$ cat config.mk
export PLATFORM = sky130hd
export DESIGN_NAME = mem_responder
export DESIGN_NICKNAME = d
export VERILOG_FILES = /design/src/rtl/mem_responder_pkg.sv /design/src/rtl/mem_word_array.sv /design/src/rtl/mem_responder.sv
export SDC_FILE = /design/constraint.sdc
export NUM_CORES = 2
export LEC_CHECK = 0
export CAP_MARGIN = 25
export CORE_MARGIN = 1.5
export CORE_UTILIZATION = 60
export CTS_BUF_LIST = sky130_fd_sc_hd__clkbuf_16
export DETAILED_ROUTE_END_ITERATION = 8
export HOLD_SLACK_MARGIN = 0.12
export PLACE_DENSITY = 0.77
export SLEW_MARGIN = 40
export SYNTH_ARGS = -nofsm -noshare
export SYNTH_HDL_FRONTEND = slang
export SYNTH_SLANG_ARGS = --single-unit
$ cat constraint.sdc
create_clock -name clk -period 6.4 [get_ports clk]
set_input_delay 0.64 -clock clk [delete_from_list [all_inputs] [get_ports clk]]
set_output_delay 0.64 -clock clk [all_outputs]
set_load 0.02 [all_outputs]
$ cat src/rtl/mem_responder_pkg.sv
// -----------------------------------------------------------------------------
// mem_responder_pkg
//
// Purpose:
//   Shared definitions for the memory responder: FSM state encoding, default
//   geometry/latency constants, the wait-counter width and a small alignment
//   helper used by the top level.
//
// Contents:
//   state_e               FSM state encoding (S_IDLE, S_WAIT, S_RESP)
//   DEFAULT_DEPTH_WORDS   default number of 32-bit words in the array
//   DEFAULT_ADDR_BITS     default word-index width (log2 of depth)
//   DEFAULT_WAIT_CYCLES   default wait states between accept and response
//   CNT_W                 width of the wait-state counter
//   is_word_aligned()     true when a byte address is word aligned
// -----------------------------------------------------------------------------
package mem_responder_pkg;

    // 2'b11 is not a legal state; the FSM recovers from it to S_IDLE.
    typedef enum logic [1:0] {
        S_IDLE = 2'b00,
        S_WAIT = 2'b01,
        S_RESP = 2'b10
    } state_e;

    localparam int DEFAULT_DEPTH_WORDS = 64;
    localparam int DEFAULT_ADDR_BITS   = 6;
    localparam int DEFAULT_WAIT_CYCLES = 2;

    // Wide enough for the full legal wait range 0..15.
    localparam int CNT_W = 4;

    function automatic logic is_word_aligned(input logic [1:0] byte_lsbs);
        return (byte_lsbs == 2'b00);
    endfunction

endpackage : mem_responder_pkg

$ cat src/rtl/mem_word_array.sv
// -----------------------------------------------------------------------------
// mem_word_array
//
// Purpose:
//   DEPTH_WORDS x 32-bit storage with a synchronous write port and a
//   combinational read port sharing one word index. Contents are not reset;
//   a location is undefined until it has been written.
//
// Ports:
//   clk      in   clock; writes happen on the rising edge
//   we_i     in   write enable
//   idx_i    in   word index for both read and write
//   wdata_i  in   write data
//   rdata_o  out  combinational read data at idx_i (pre-write contents)
// -----------------------------------------------------------------------------
module mem_word_array #(
    parameter int DEPTH_WORDS = 64,
    parameter int ADDR_BITS   = 6
) (
    input  logic                 clk,
    input  logic                 we_i,
    input  logic [ADDR_BITS-1:0] idx_i,
    input  logic [31:0]          wdata_i,
    output logic [31:0]          rdata_o
);

    logic [31:0] mem_q [DEPTH_WORDS];

    always_ff @(posedge clk) begin
        if (we_i) begin
            mem_q[idx_i] <= wdata_i;
        end
    end

    assign rdata_o = mem_q[idx_i];

endmodule : mem_word_array

$ cat src/rtl/mem_responder.sv
// -----------------------------------------------------------------------------
// mem_responder
//
// Purpose:
//   Memory-side responder for the multicycle processor's memory port. A
//   request (byte address, write data, write enable) is accepted in IDLE,
//   held for WAIT_CYCLES wait states, then serviced from a word-addressed
//   array. Completion is marked by a one-cycle MemReady pulse; misaligned
//   addresses complete with MemError and leave the array untouched.
//
// Handshake:
//   MemReq is a request strobe sampled only while the FSM is in IDLE
//   (Busy=0). The edge that sees MemReq=1 in IDLE accepts the request and
//   latches Adr/WriteData/MemWrite; those inputs may change freely afterwards.
//   Exactly WAIT_CYCLES edges later the FSM enters RESP, where MemReady is
//   high for exactly one cycle (with MemError if the latched address was not
//   word aligned). MemReq seen in WAIT or RESP is dropped, not queued, so the
//   requester must keep MemReq up (or re-raise it) until it sees the request
//   accepted via Busy.
//
// Ports:
//   clk          in   clock; all state updates on the rising edge
//   reset        in   asynchronous active-low reset
//   MemReq       in   request strobe
//   MemWrite     in   1 = write, 0 = read
//   Adr          in   byte address (upper bits ignored: addresses alias)
//   WriteData    in   store data
//   ReadData     out  registered read data, held until the next response
//   MemReady     out  one-cycle completion pulse
//   MemError     out  misaligned-address flag, valid with MemReady
//   Busy         out  high whenever the FSM is not in IDLE
//   dbg_state_o  out  current FSM state encoding
// -----------------------------------------------------------------------------
module mem_responder
    import mem_responder_pkg::*;
#(
    parameter int DEPTH_WORDS = DEFAULT_DEPTH_WORDS,
    parameter int ADDR_BITS   = DEFAULT_ADDR_BITS,
    parameter int WAIT_CYCLES = DEFAULT_WAIT_CYCLES
) (
    input  logic        clk,
    input  logic        reset,
    input  logic        MemReq,
    input  logic        MemWrite,
    input  logic [31:0] Adr,
    input  logic [31:0] WriteData,
    output logic [31:0] ReadData,
    output logic        MemReady,
    output logic        MemError,
    output logic        Busy,
    output logic [1:0]  dbg_state_o
);

    localparam int LAT_W = ADDR_BITS + 2;   // byte-address bits that matter

    // ------------------------------------------------------------------
    // Registers
    // ------------------------------------------------------------------
    state_e             state_q;
    logic [CNT_W-1:0]   cnt_q;
    logic [LAT_W-1:0]   adr_q;
    logic [31:0]        wdata_q;
    logic               we_q;
    logic [31:0]        rdata_q;
    logic               ready_q;
    logic               error_q;
    logic               busy_q;

    // ------------------------------------------------------------------
    // Effective request fields
    // With WAIT_CYCLES=0 the edge that accepts a request is also the edge
    // that enters RESP, so the latched copies are not yet valid there. In
    // IDLE the live inputs are used; in every other state the latched ones.
    // ------------------------------------------------------------------
    logic               in_idle;
    logic               accept;
    logic               enter_resp;
    logic [LAT_W-1:0]   eff_adr;
    logic [31:0]        eff_wdata;
    logic               eff_we;
    logic               eff_aligned;
    logic [ADDR_BITS-1:0] eff_idx;
    logic               arr_we;
    logic [31:0]        arr_rdata;
    logic [31:0]        resp_data;

    assign in_idle = (state_q == S_IDLE);
    assign accept  = in_idle && MemReq;

    assign enter_resp = (accept && (WAIT_CYCLES == 0)) ||
                        ((state_q == S_WAIT) && (cnt_q == CNT_W'(1)));

    assign eff_adr     = in_idle ? Adr[LAT_W-1:0] : adr_q;
    assign eff_wdata   = in_idle ? WriteData      : wdata_q;
    assign eff_we      = in_idle ? MemWrite       : we_q;
    assign eff_aligned = is_word_aligned(eff_adr[1:0]);
    assign eff_idx     = eff_adr[LAT_W-1:2];

    // The array is written on the same edge that enters RESP.
    assign arr_we = enter_resp && eff_we && eff_aligned;

    // Misaligned accesses return zero; aligned writes echo the stored value.
    always_comb begin
        resp_data = 32'h0;
        if (eff_aligned) begin
            resp_data = eff_we ? eff_wdata : arr_rdata;
        end
    end

    // Address bits above the word index alias and are intentionally dropped.
    logic unused_adr_hi;
    assign unused_adr_hi = ^Adr[31:LAT_W];

    // ------------------------------------------------------------------
    // Storage
    // ------------------------------------------------------------------
    mem_word_array #(
        .DEPTH_WORDS (DEPTH_WORDS),
        .ADDR_BITS   (ADDR_BITS)
    ) u_array (
        .clk     (clk),
        .we_i    (arr_we),
        .idx_i   (eff_idx),
        .wdata_i (eff_wdata),
        .rdata_o (arr_rdata)
    );

    // ------------------------------------------------------------------
    // FSM, request latches and registered outputs
    // ------------------------------------------------------------------
    always_ff @(posedge clk or negedge reset) begin
        if (!reset) begin
            state_q <= S_IDLE;
            cnt_q   <= '0;
            adr_q   <= '0;
            wdata_q <= '0;
            we_q    <= 1'b0;
            rdata_q <= '0;
            ready_q <= 1'b0;
            error_q <= 1'b0;
            busy_q  <= 1'b0;
        end else begin
            // MemReady/MemError are single-cycle pulses unless re-armed below.
            ready_q <= 1'b0;
            error_q <= 1'b0;

            case (state_q)
                S_IDLE: begin
                    if (MemReq) begin
                        adr_q   <= Adr[LAT_W-1:0];
                        wdata_q <= WriteData;
                        we_q    <= MemWrite;
                        busy_q  <= 1'b1;
                        if (WAIT_CYCLES == 0) begin
                            state_q <= S_RESP;
                        end else begin
                            state_q <= S_WAIT;
                            cnt_q   <= CNT_W'(WAIT_CYCLES);
                        end
                    end
                end

                S_WAIT: begin
                    if (cnt_q == CNT_W'(1)) begin
                        state_q <= S_RESP;
                        cnt_q   <= '0;
                    end else begin
                        cnt_q <= cnt_q - CNT_W'(1);
                    end
                end

                S_RESP: begin
                    state_q <= S_IDLE;
                    busy_q  <= 1'b0;
                end

                default: begin
                    state_q <= S_IDLE;
                    cnt_q   <= '0;
                    busy_q  <= 1'b0;
                end
            endcase

            if (enter_resp) begin
                ready_q <= 1'b1;
                error_q <= ~eff_aligned;
                rdata_q <= resp_data;
            end
        end
    end

    assign ReadData    = rdata_q;
    assign MemReady    = ready_q;
    assign MemError    = error_q;
    assign Busy        = busy_q;
    assign dbg_state_o = state_q;

endmodule : mem_responder
==> metrics <==
Final period util 0.763; Synth top area share 0.768; Core Footprint 132000 um2; post-CTS setup buffer count 0; Synth area leader edfxtp_1; Seq/Total Area, Yosys 0.793; Critical Path RT 6.89 ns; setup violators final 0; GRT Residual Overflow 0; TNS Setup 0 ns; largest cells by area after synthesis edfxtp_1 77%, nand2_1 4.2%, o22ai_1 3.6%; Remaining DRCs 1; pin count of the biggest net entering global routing 87; setup ws final 1.52 ns; Via density 7.14; RSZ-0062 raised after global routing no; Peak Freq ~200 MHz; syn nets 5261; total leakage power 0.0301 uW; Synth Area per Inst 15.4 um2; worst hold path class input pin to asynchronous set/reset pin; Post-synth top cells 2048 x edfxtp_1, 897 x nand2_1, 463 x o22ai_1; initial antenna violation count 11; Cells after Synth ~5200; status finished with violations; ys flop type edfxtp_1; worst hold slack 0.316 ns; Slew @ Worst Pin 0.972 ns; WL per Instance 33.6 um; FF+latch count, synth ~2100; CTS clk-pin slew, worst paths 0.06 ns; CTS Root Cell clkbuf_16; worst vdd ir 572 uV; gr usage total 0.360; First-pass DRT Iterations 9; wire length of the first global-routing pass 349000 um; ys async rst share 0.0385; Slew headroom 0.346; Detail Placement HPWL 142000 um; Resize count post-CTS 0; initial detailed-routing violation count 10103; worst slack, placed 1.63 ns; multi-input logic area 15700 um2; fillcell total 7993; maxcap violations 0; CTS Buf Count 198; Die Height 368 um; nets about 5500; Placer Congestion 0.922; Cells after DPL 6944; Final Hold Fails 0; nature of the critical path endpoint flop; most numerous cell in the Yosys netlist edfxtp_1; die footprint 136000 um2; clock latency on the worst-skew pair 0.85 ns; total power 44300 uW; Die X 368 um; DR vias ~52000; startpoint types flop; Area Overhead vs Synth 13.5%; vias in the first global route 50762; Longest Clk Path Bufs 3; PortBufs 80; register area roughly 64000 um2; Post-synth EDFFs 2048; crit path time final just under 5 ns; fin cells 7317; clk_skew 0.0257 ns; count of different cell masters after synthesis 58; Syn. warnings 0; Antenna Nets Post-Route 0; H-tree depth 4; failing checks design-rule violations; CP Max Fanout 35; I/O pin cnt 105; fin. max-slew vios 0; CTS tree built; Power per Cell Area 487 nW/um2; Netlist Area Pre-Place 80100 um2; kind of critical path flop to flop; arrival time at the worst endpoint 5.38 ns; WL final between 200000 and 250000 um; number of core rows 133; Initial Util 0.607; clock sinks 2130; fraction of layout cells with a size suffix above 1 0.118
## flip-flops by register name, indices dropped and copies added, names as in the netlist
name and flops:
u_array.mem_q 2048, ReadData 32, Busy 1, wdata_q 32
MemReady 1, dbg_state_o 2, we_q 1, cnt_q 4
MemError 1, adr_q 8
## area by class of cell
class / count / area share
antenna: 6 / 0.000165
clock buffer: 201 / 0.0553
clock inverter: 161 / 0.0134
inverter: 10 / 0.000413
multi-input combinational: 2732 / 0.173
sequential: 2130 / 0.699
tap: 1755 / 0.0241
timing repair buffer: 322 / 0.0352
## timing repair
| action | in CTS | in global routing |
|---|---|---|
| hold buffers | 1 | 0 |
| endpoints found under the hold margin | 38 | 0 |
| endpoints found under the setup margin | 0 | 0 |
## logic make-up after synthesis
group | Yosys count | share of synthesized area
AOI/OAI and AO/OA | 1054 | 0.0886
xor gates and xnor gates | 1 | 0.000109
adders and majority gates | 2 | 0.000312
muxes | 131 | 0.0164
and+or+nand+nor | 1544 | 0.0810
buffers and inverters | 329 | 0.0205
DFF | 2130 | 0.793
## worst paths after layout
kind                                       startpoint                         endpoint  slack (ns)  depth (start not counted)
max reg2reg                dbg_state_o[0]$_DFFE_PN0P_  u_array.mem_q[52][11]$_DFFE_PP_        1.52                         10
min in group clk                        WriteData[14]          wdata_q[14]$_DFFE_PN0P_        0.36                          3
max in group asynchronous                       reset         ReadData[24]$_DFFE_PN0N_        5.04                          3
max                        dbg_state_o[0]$_DFFE_PN0P_  u_array.mem_q[52][11]$_DFFE_PP_        1.52                         10
min reg2reg                    wdata_q[2]$_DFFE_PN0P_           wdata_q[2]$_DFFE_PN0P_        0.47                          2
min                                             reset             cnt_q[2]$_DFFE_PN0P_        0.32                          2
## worst max-delay path, cell delays in order, from the launching register on
cell     delay, ns
dfrtp_1       0.73
nor2b_1       0.27
nand3_2       0.09
buf_4         0.30
inv_1         0.17
nand2_1       0.17
nor2_4        0.68
buf_4         0.35
nand2_1       0.45
nor2_4        0.82
buf_4         0.45
## layout by cell type, fill, tap and decap left out, drive strengths merged, types with 5 or more instances in the layout
cell type,instances
clkbuf,202
clkinv,106
o22ai,463
nand2b,5
o41ai,12
nand3,223
a22oi,38
nor4,55
or4,16
dfrtp,82
o31ai,37
a31oi,111
nand2,897
clkdlybuf4s50,79
inv,44
o221ai,41
edfxtp,2048
o2111ai,16
a21o,6
nor2,239
a21oi,147
o22a,13
nand4,5
bufinv,17
buf,241
a221oi,5
a32o,44
diode,6
o21ai,51
a32oi,43
and3,6
a221o,5
nor3,81
mux2i,131
## metal layers
metal,global-route usage,part of all wire,vias to the layer above
li1,-,-,20719
met1,0.470,0.33,25493
met2,0.542,0.45,5127
met3,0.130,0.17,885
met4,0.173,0.053,12
met5,0.000712,0.00029,-
## stage by stage
step                cell area (um2)  utilization
floorplan                     80100            -
global placement              84300        0.639
detailed placement            84500        0.640
CTS                           90800        0.688
global route                  90900        0.689
finish                        90900        0.689
## report_power, final
group	internal (uW)	leakage [uW]	switching (uW)	total, uW
Combinational	3450	0.00730	11000	14400
Clock	6360	0.00318	5110	11500
Sequential	18100	0.0196	296	18400
Total	27900	0.0301	16400	44300
Note: power is estimated with default switching activity, not from simulation.
